--- config.mk ---
export PLATFORM = sky130hd
export DESIGN_NAME = amostrador_entrada
export DESIGN_NICKNAME = d
export VERILOG_FILES = /design/src/rtl/amostrador_entrada.sv
export SDC_FILE = /design/constraint.sdc
export NUM_CORES = 1
export LEC_CHECK = 0
export ABC_CLOCK_PERIOD_IN_PS = 2450
export BUFFER_PORTS_ARGS = -buffer_cell sky130_fd_sc_hd__buf_2
export CORE_MARGIN = 2
export CORE_UTILIZATION = 45
export CTS_CLUSTER_SIZE = 30
export DETAILED_ROUTE_END_ITERATION = 6
export PLACE_DENSITY = 0.65
export SLEW_MARGIN = 5
export SYNTH_ARGS = -nofsm -noshare
export SYNTH_HDL_FRONTEND = slang
export SYNTH_SLANG_ARGS = --single-unit
--- constraint.sdc ---
create_clock -name clk -period 2.45 [get_ports clk]
set_input_delay 0.245 -clock clk [delete_from_list [all_inputs] [get_ports clk]]
set_output_delay 0.245 -clock clk [all_outputs]
set_load 0.01 [all_outputs]
--- src/rtl/amostrador_entrada.sv ---
// Input sampler: two-flop synchroniser plus whole-word debouncer with commit strobe and glitch counter.
// Optional macro ZERO_STROBE_SUPPRESS_EN: an all-zero commit updates Entrada without pulsing Controle.
module amostrador_entrada #(
   parameter int unsigned WIDTH           = 7,
   parameter int unsigned DEBOUNCE_CYCLES = 16,
   parameter int unsigned CNT_W           = 5,
   parameter int unsigned GLITCH_W        = 8
) (
   input  logic                clk,
   input  logic                Reset,
   input  logic [WIDTH-1:0]    Bruto,
   output logic [WIDTH-1:0]    Entrada,
   output logic                Controle,
   output logic                Ocupado,
   output logic [GLITCH_W-1:0] Glitch
);

   typedef enum logic {IDLE, COUNT} state_t;

   localparam logic [CNT_W-1:0] CNT_LAST = CNT_W'(DEBOUNCE_CYCLES - 1);

   state_t              state, state_nx;
   logic [WIDTH-1:0]    sync1, s;
   logic [WIDTH-1:0]    cand, cand_nx;
   logic [WIDTH-1:0]    entrada_nx;
   logic [CNT_W-1:0]    cnt, cnt_nx;
   logic [GLITCH_W-1:0] glitch_nx, glitch_inc;
   logic                controle_nx;

   always_ff @(posedge clk or negedge Reset) begin
      if (!Reset) begin
         sync1 <= '0;
         s     <= '0;
      end else begin
         sync1 <= Bruto;
         s     <= sync1;
      end
   end

   always_ff @(posedge clk or negedge Reset) begin
      if (!Reset) begin
         state    <= IDLE;
         cand     <= '0;
         cnt      <= '0;
         Entrada  <= '0;
         Glitch   <= '0;
         Controle <= 1'b0;
      end else begin
         state    <= state_nx;
         cand     <= cand_nx;
         cnt      <= cnt_nx;
         Entrada  <= entrada_nx;
         Glitch   <= glitch_nx;
         Controle <= controle_nx;
      end
   end

   // Saturating increment: holds at all-ones instead of wrapping.
   assign glitch_inc = (Glitch == '1) ? Glitch : Glitch + 1'b1;

   always_comb begin
      state_nx    = state;
      cand_nx     = cand;
      cnt_nx      = cnt;
      entrada_nx  = Entrada;
      glitch_nx   = Glitch;
      controle_nx = 1'b0;
      unique case (state)
         IDLE: begin
            if (s != Entrada) begin
               cand_nx  = s;
               cnt_nx   = CNT_W'(1);
               state_nx = COUNT;
            end
         end
         COUNT: begin
            if (s == cand) begin
               if (cnt == CNT_LAST) begin
                  entrada_nx = cand;
`ifdef ZERO_STROBE_SUPPRESS_EN
                  controle_nx = (cand != '0);
`else
                  controle_nx = 1'b1;
`endif
                  state_nx   = IDLE;
               end else begin
                  cnt_nx = cnt + 1'b1;
               end
            end else if (s == Entrada) begin
               glitch_nx = glitch_inc;
               state_nx  = IDLE;
            end else begin
               cand_nx   = s;
               cnt_nx    = CNT_W'(1);
               glitch_nx = glitch_inc;
            end
         end
         default: state_nx = IDLE;
      endcase
   end

   always_comb begin
      Ocupado = (state == COUNT);
   end

endmodule

==> flow_summary.json, run 1 <==
{
  "critPathLaunch": "s[4]$_DFF_PN0_",
  "cts-buffers-inserted": 5,
  "avgSynthCellArea_um2": 13.8,
  "synth_nets": 140,
  "finalSetupViolations": 0,
  "cts_tree": "done",
  "multi_input_area_um2": 674,
  "gp_congestion": 0.744,
  "yosysWarnings": 0,
  "rr_worst_depth": 5,
  "max_stage_delay_ns": 0.42,
  "yosysTopAreaCellShare_pct": 60.8,
  "power_mw": 1.74,
  "drt-wirelength-per-cell_um": 14.1,
  "report.final.slew_viol_count": 0,
  "hpwl_mm": 2.08,
  "critPathKind": "reg2reg",
  "hold_viol": 0,
  "ir_worst_vdd_mv": 0.390,
  "synth.most_common_cell": "dfrtp_1",
  "vias": 1038,
  "die_w_um": 66.7,
  "synth_top_cell_by_area": "dfrtp_1",
  "cp.required_ns": 2.63,
  "nets": 172,
  "synth-edff-count": 0,
  "ys_top_cells_by_count": "dfrtp_1, mux2_2, xor2_1, xnor2_1, nand4_1",
  "antennaDiodeCount": 0,
  "finalSetupTns_ns": 0,
  "cts_hold_buf": 0,
  "holdPathEnd": "sync1[2]$_DFF_PN0_",
  "clock_sinks": 43,
  "ff_latch_area_mm2": 0.00108,
  "status": "finished clean",
  "synth_top_flop_cell": "dfrtp_1",
  "drive_gt1_share_pct": 36.0,
  "tightestPinTransition_ns": 0.947,
  "fmax_ghz": 0.514,
  "pwr_density_cell_mw_per_mm2": 840,
  "grt_pass1_wl_mm": 4.98,
  "antenna_found_initial": 0,
  "fin_hold_ws_ns": 0.0517,
  "synthCells": 128,
  "clock_skew_ns": 0.00504,
  "wirelength_mm": 2.94,
  "n_fill_cell": 324,
  "ys_types": 28,
  "grt-ovfl-total": 0,
  "worstPathMaxFanout": 6,
  "synth-seq-cells": 43,
  "drt_first_pass_iters": 4,
  "grt_pass1_vias": 1040,
  "drc_errors": 0,
  "maxCapViolations": 0,
  "clkLatencyLatePin_ns": 0.29,
  "fin_crit_ns": 1.94,
  "dieArea_mm2": 0.00445,
  "io_pins": 26,
  "core_mm2": 0.00372,
  "path_cells": "xor2_1 -> nor4_1 -> nand4_1 -> nand2_2 -> mux2_2",
  "slew_headroom_pct": 36.9,
  "area_growth_pct": 17.3,
  "arrival_ns": 2.12,
  "hold_start": "Bruto[2]",
  "first_iter_violations": 43,
  "ant_nets": 0,
  "rsz0062_at_grt": "false",
  "cp-start-kind": "register",
  "timing.rr.start": "s[4]$_DFF_PN0_",
  "portBuffers": 25,
  "p_leak_nw": 0.992,
  "cp_slowest_cell": "dfrtp_1",
  "r2r_slack_ns": 0.51,
  "timing.rr.end": "cand[4]$_DFFE_PN0P_",
  "clockBufferDepth": 2,
  "ys_seq_area_share_pct": 60.8,
  "hp-class": "in2reg",
  "timing.final.crit_share_pct": 79.3,
  "yosys-top-cells-area": "dfrtp_1, mux2_2, xor2_1",
  "clk_pin_slew_ns": 0.08,
  "cts_max_level": 2,
  "placed_area_mm2": 0.00195,
  "die_y_um": 66.7,
  "syn_area_mm2": 0.00177,
  "fin_util_pct": 55.9,
  "post-cts-setup-buffers": 0,
  "end_kind": "register",
  "detail_route.vias_per_cell": 4.97,
  "grt_start_max_net_pins": 44,
  "async_flop_share_pct": 100,
  "rows": 22,
  "holdPathStages": 1,
  "initial_core_util_pct": 47.6,
  "cp.buffers_inverters": 0,
  "root_buffer": "clkbuf_8",
  "cts-resized-gates": 0,
  "path_delay_family": "simple AND/OR/NAND/NOR gates",
  "grt.total_usage_pct": 15.3,
  "fin_area_mm2": 0.00208
}
## worst reg2reg max path, cell delays in order (launching register included)
cell and delay (ns):
dfrtp_1 0.42, xor2_1 0.18, nor4_1 0.31, nand4_1 0.32
nand2_2 0.25, mux2_2 0.36
## through the flow
step,worst slack [ns],std cells
after floorplan,0.711,128
after global placement,0.566,201
after detailed placement,0.513,201
after CTS,0.487,209
after global routing,0.362,209
final,0.506,209
## routing by layer
metal / vias up / GRT usage, % / wire (µm)
met5: - / 0 / 0
met4: 0 / 5.36 / 36
met3: 5 / 4.90 / 125
met2: 15 / 24.5 / 1430
met1: 511 / 19.5 / 1350
li1: 507 / - / -
## state kept, by name, indices dropped and copies added, names as in the netlist
| signal | cells |
|---|---|
| Entrada | 7 |
| Controle | 1 |
| sync1 | 7 |
| Glitch | 8 |
| s | 7 |
| cnt | 5 |
| Ocupado | 1 |
| cand | 7 |
## logic make-up after synthesis
logic type      count (synthesis)  share of synthesized area [%]
flops                          43                           60.8
simple gates                   31                           11.3
xor+xnor                       21                           10.4
mux                            17                           10.9
compound gates                  8                           3.39
buf+inv                         5                           1.06
fa+ha+maj                       3                           2.12
## cell usage in the layout (no fill, tap or decap)
master,count
nor3_1,1
nand3_1,1
nor2_1,6
nand2_2,1
clkbuf_8,6
nor3b_2,1
a21o_1,1
nor2b_4,1
mux2_2,15
and3_1,2
a21oi_1,1
ha_1,3
nand4_2,1
mux2i_2,1
dfrtp_1,43
inv_1,5
nand3_2,1
inv_6,1
xor2_1,11
nor4_4,1
nor4_1,1
nand4_1,7
buf_2,25
mux2i_1,1
a211o_1,1
a21oi_2,1
xnor2_1,10
nand2_1,6
a22o_2,2
or3_1,1
bufinv_16,1
o21ai_0,2
## how the worst max path moves through the flow
stage	end	slack (ns)	cells after the start
floorplan	cand[0]$_DFFE_PN0P_	0.71	5
global placement	cand[4]$_DFFE_PN0P_	0.57	5
detailed placement	cand[4]$_DFFE_PN0P_	0.51	5
CTS	cand[4]$_DFFE_PN0P_	0.49	5
global route	cand[5]$_DFFE_PN0P_	0.36	5
finish	cand[4]$_DFFE_PN0P_	0.51	5
## layout make-up
type	instances	area share, %
multi-input combinational	80	32.5
sequential	43	51.8
inverter	5	0.904
clock inverter	2	1.87
timing repair buffer	25	6.03
clock buffer	6	3.98
tap	48	2.89
## report_power, final
part	switching (mW)	leakage [nW]	total (mW)	internal [mW]
registers	0.0969	0.527	0.889	0.792
clock network	0.241	0.0618	0.576	0.335
logic	0.137	0.403	0.279	0.143
total	0.474	0.992	1.74	1.27
No activity file was read; power rests on OpenSTA's default activity.
==> run 2: changes to the inputs <==
ABC_CLOCK_PERIOD_IN_PS = 1800   (was 2450)
clock period = 1.8 ns   (was 2.45 ns; I/O delays follow)
==> run 2 against run 1 <==
Against the previous run: the run now ends with negative setup slack left; first-iteration DRC count grew 49%; global-route usage shrank 0.15 points; maximum frequency grew 5.7%; clock skew grew 0.0048 ns; core utilization grew 5.8 points; combinational power grew 58%.
==> flow_summary.json, run 2 (same netlist as run 1, synthesis figures left out) <==
{
  "root_buffer": "clkbuf_8",
  "first_iter_violations": 64,
  "slew_headroom_pct": 64.9,
  "fmax_ghz": 0.544,
  "rsz0062_at_grt": "true",
  "cts_max_level": 2,
  "top_register": "Glitch",
  "cts-buffers-inserted": 5,
  "status": "finished with violations",
  "clock_sinks": 43,
  "clkLatencyLatePin_ns": 0.30,
  "layout_common_cells": "dfrtp_1, buf_2, mux2_2, buf_4, xor2_1",
  "violations": "negative setup slack",
  "core_mm2": 0.00372,
  "timing.final.crit_share_pct": 102,
  "rows": 22,
  "pwr_density_cell_mw_per_mm2": 1040,
  "dr_wl_met3_um": 109,
  "finalSetupViolations": 15,
  "drc_errors": 0,
  "drt-wirelength-per-cell_um": 13.3,
  "area_growth_pct": 29.5,
  "clock_skew_ns": 0.00984,
  "p_leak_nw": 1.09,
  "setup_ws_ns": -0.0381,
  "hp-class": "reg2reg",
  "vias": 1136,
  "r2r_slack_ns": -0.04,
  "tightestPinTransition_ns": 0.526,
  "die_y_um": 66.7,
  "ff_latch_area_mm2": 0.00108,
  "ant_nets": 0,
  "portBuffers": 25,
  "dieArea_mm2": 0.00445,
  "multi_input_area_um2": 713,
  "initial_core_util_pct": 47.6,
  "die_w_um": 66.7,
  "m1WireLength_mm": 1.40,
  "fin_crit_ns": 1.84,
  "fin_area_mm2": 0.00229,
  "top_layer_used": "met4",
  "final_common_cell": "dfrtp_1",
  "ir_worst_vdd_mv": 0.633,
  "largest_register_ffs": 8,
  "wl_met2_mm": 1.48,
  "grt.total_usage_pct": 15.2,
  "critPathKind": "reg2reg",
  "io_pins": 26,
  "report.final.slew_viol_count": 0,
  "antenna_found_initial": 0,
  "end_kind": "register",
  "clockBufferDepth": 2,
  "fin_util_pct": 61.6,
  "maxCapViolations": 0,
  "detail_route.vias_per_cell": 4.92,
  "wirelength_mm": 3.07,
  "cp-start-kind": "register",
  "nets": 194,
  "drive_gt1_share_pct": 41.5,
  "clk_pin_slew_ns": 0.08,
  "gp_congestion": 0.747,
  "cp.required_ns": 1.98,
  "grt_pass1_vias": 1111,
  "hold_viol": 0,
  "drt_first_pass_iters": 5,
  "antennaDiodeCount": 0,
  "grt_start_max_net_pins": 44,
  "arrival_ns": 2.02,
  "n_fill_cell": 316,
  "worstPathMaxFanout": 7,
  "placed_area_mm2": 0.00203,
  "grt_pass1_wl_mm": 4.89,
  "hpwl_mm": 2.02,
  "grt-ovfl-total": 0,
  "cts_tree": "done"
}
==> run 2: worst max-delay path: stages (launching register included) <==
cell	delay (ns)
dfrtp_1	0.40
xor2_1	0.19
nor4_4	0.44
nand4_2	0.33
mux2_2	0.36
==> run 2: final cells by class <==
cell class	instances	area share, %
inverter	5	0.819
sequential	43	47.0
tap	48	2.62
timing repair buffer	47	13.5
multi-input combinational	80	31.1
clock inverter	3	1.91
clock buffer	5	3.00
==> run 2: stage by stage <==
step	TNS (ns)	cells	hold WS, ns	setup WS [ns]	total power [mW]
after floorplan	0	128	-0.116	0.0613	1.45
after global placement	-0.294	211	0.273	-0.0502	1.63
after detailed placement	-0.521	211	0.280	-0.0892	1.64
after CTS	-0.730	228	0.357	-0.0742	2.40
after global routing	-1.83	231	0.365	-0.132	2.51
final	-0.373	231	0.354	-0.0381	2.37
==> run 2: routing by layer <==
| layer | GRT usage, % | vias to the layer above |
|---|---|---|
| met3 | 4.05 | 6 |
| met4 | 9.18 | 0 |
| met5 | 0 | - |
| li1 | - | 550 |
| met2 | 23.0 | 21 |
| met1 | 19.3 | 559 |
==> run 2: final timing paths <==
| path | startpoint | endpoint | depth (start not counted) |
|---|---|---|---|
| hold reg to reg | sync1[5]$_DFF_PN0_ | s[5]$_DFF_PN0_ | 0 |
| max in group asynchronous | Reset | cnt[1]$_DFFE_PN0P_ | 3 |
| min in group asynchronous | Reset | Entrada[0]$_DFFE_PN0P_ | 3 |
| hold / removal | sync1[5]$_DFF_PN0_ | s[5]$_DFF_PN0_ | 0 |
| setup reg to reg | cand[3]$_DFFE_PN0P_ | Entrada[2]$_DFFE_PN0P_ | 4 |
| setup / recovery | cand[3]$_DFFE_PN0P_ | Entrada[2]$_DFFE_PN0P_ | 4 |
==> run 2: power breakdown <==
group          switching [mW]  total [mW]  internal (mW)
Combinational           0.207       0.440          0.233
Clock                   0.328       0.741          0.413
Sequential              0.114        1.19           1.08
==> run 2: timing repair <==
item / CTS / global route
pin swaps: 3 / 4
hold endpoints to repair: 50 / 0
gates resized for setup: 2 / 6
setup buffers: 1 / 3
hold buffers: 8 / 0
cloned: 0 / 0
endpoints found under the setup margin: 16 / 23
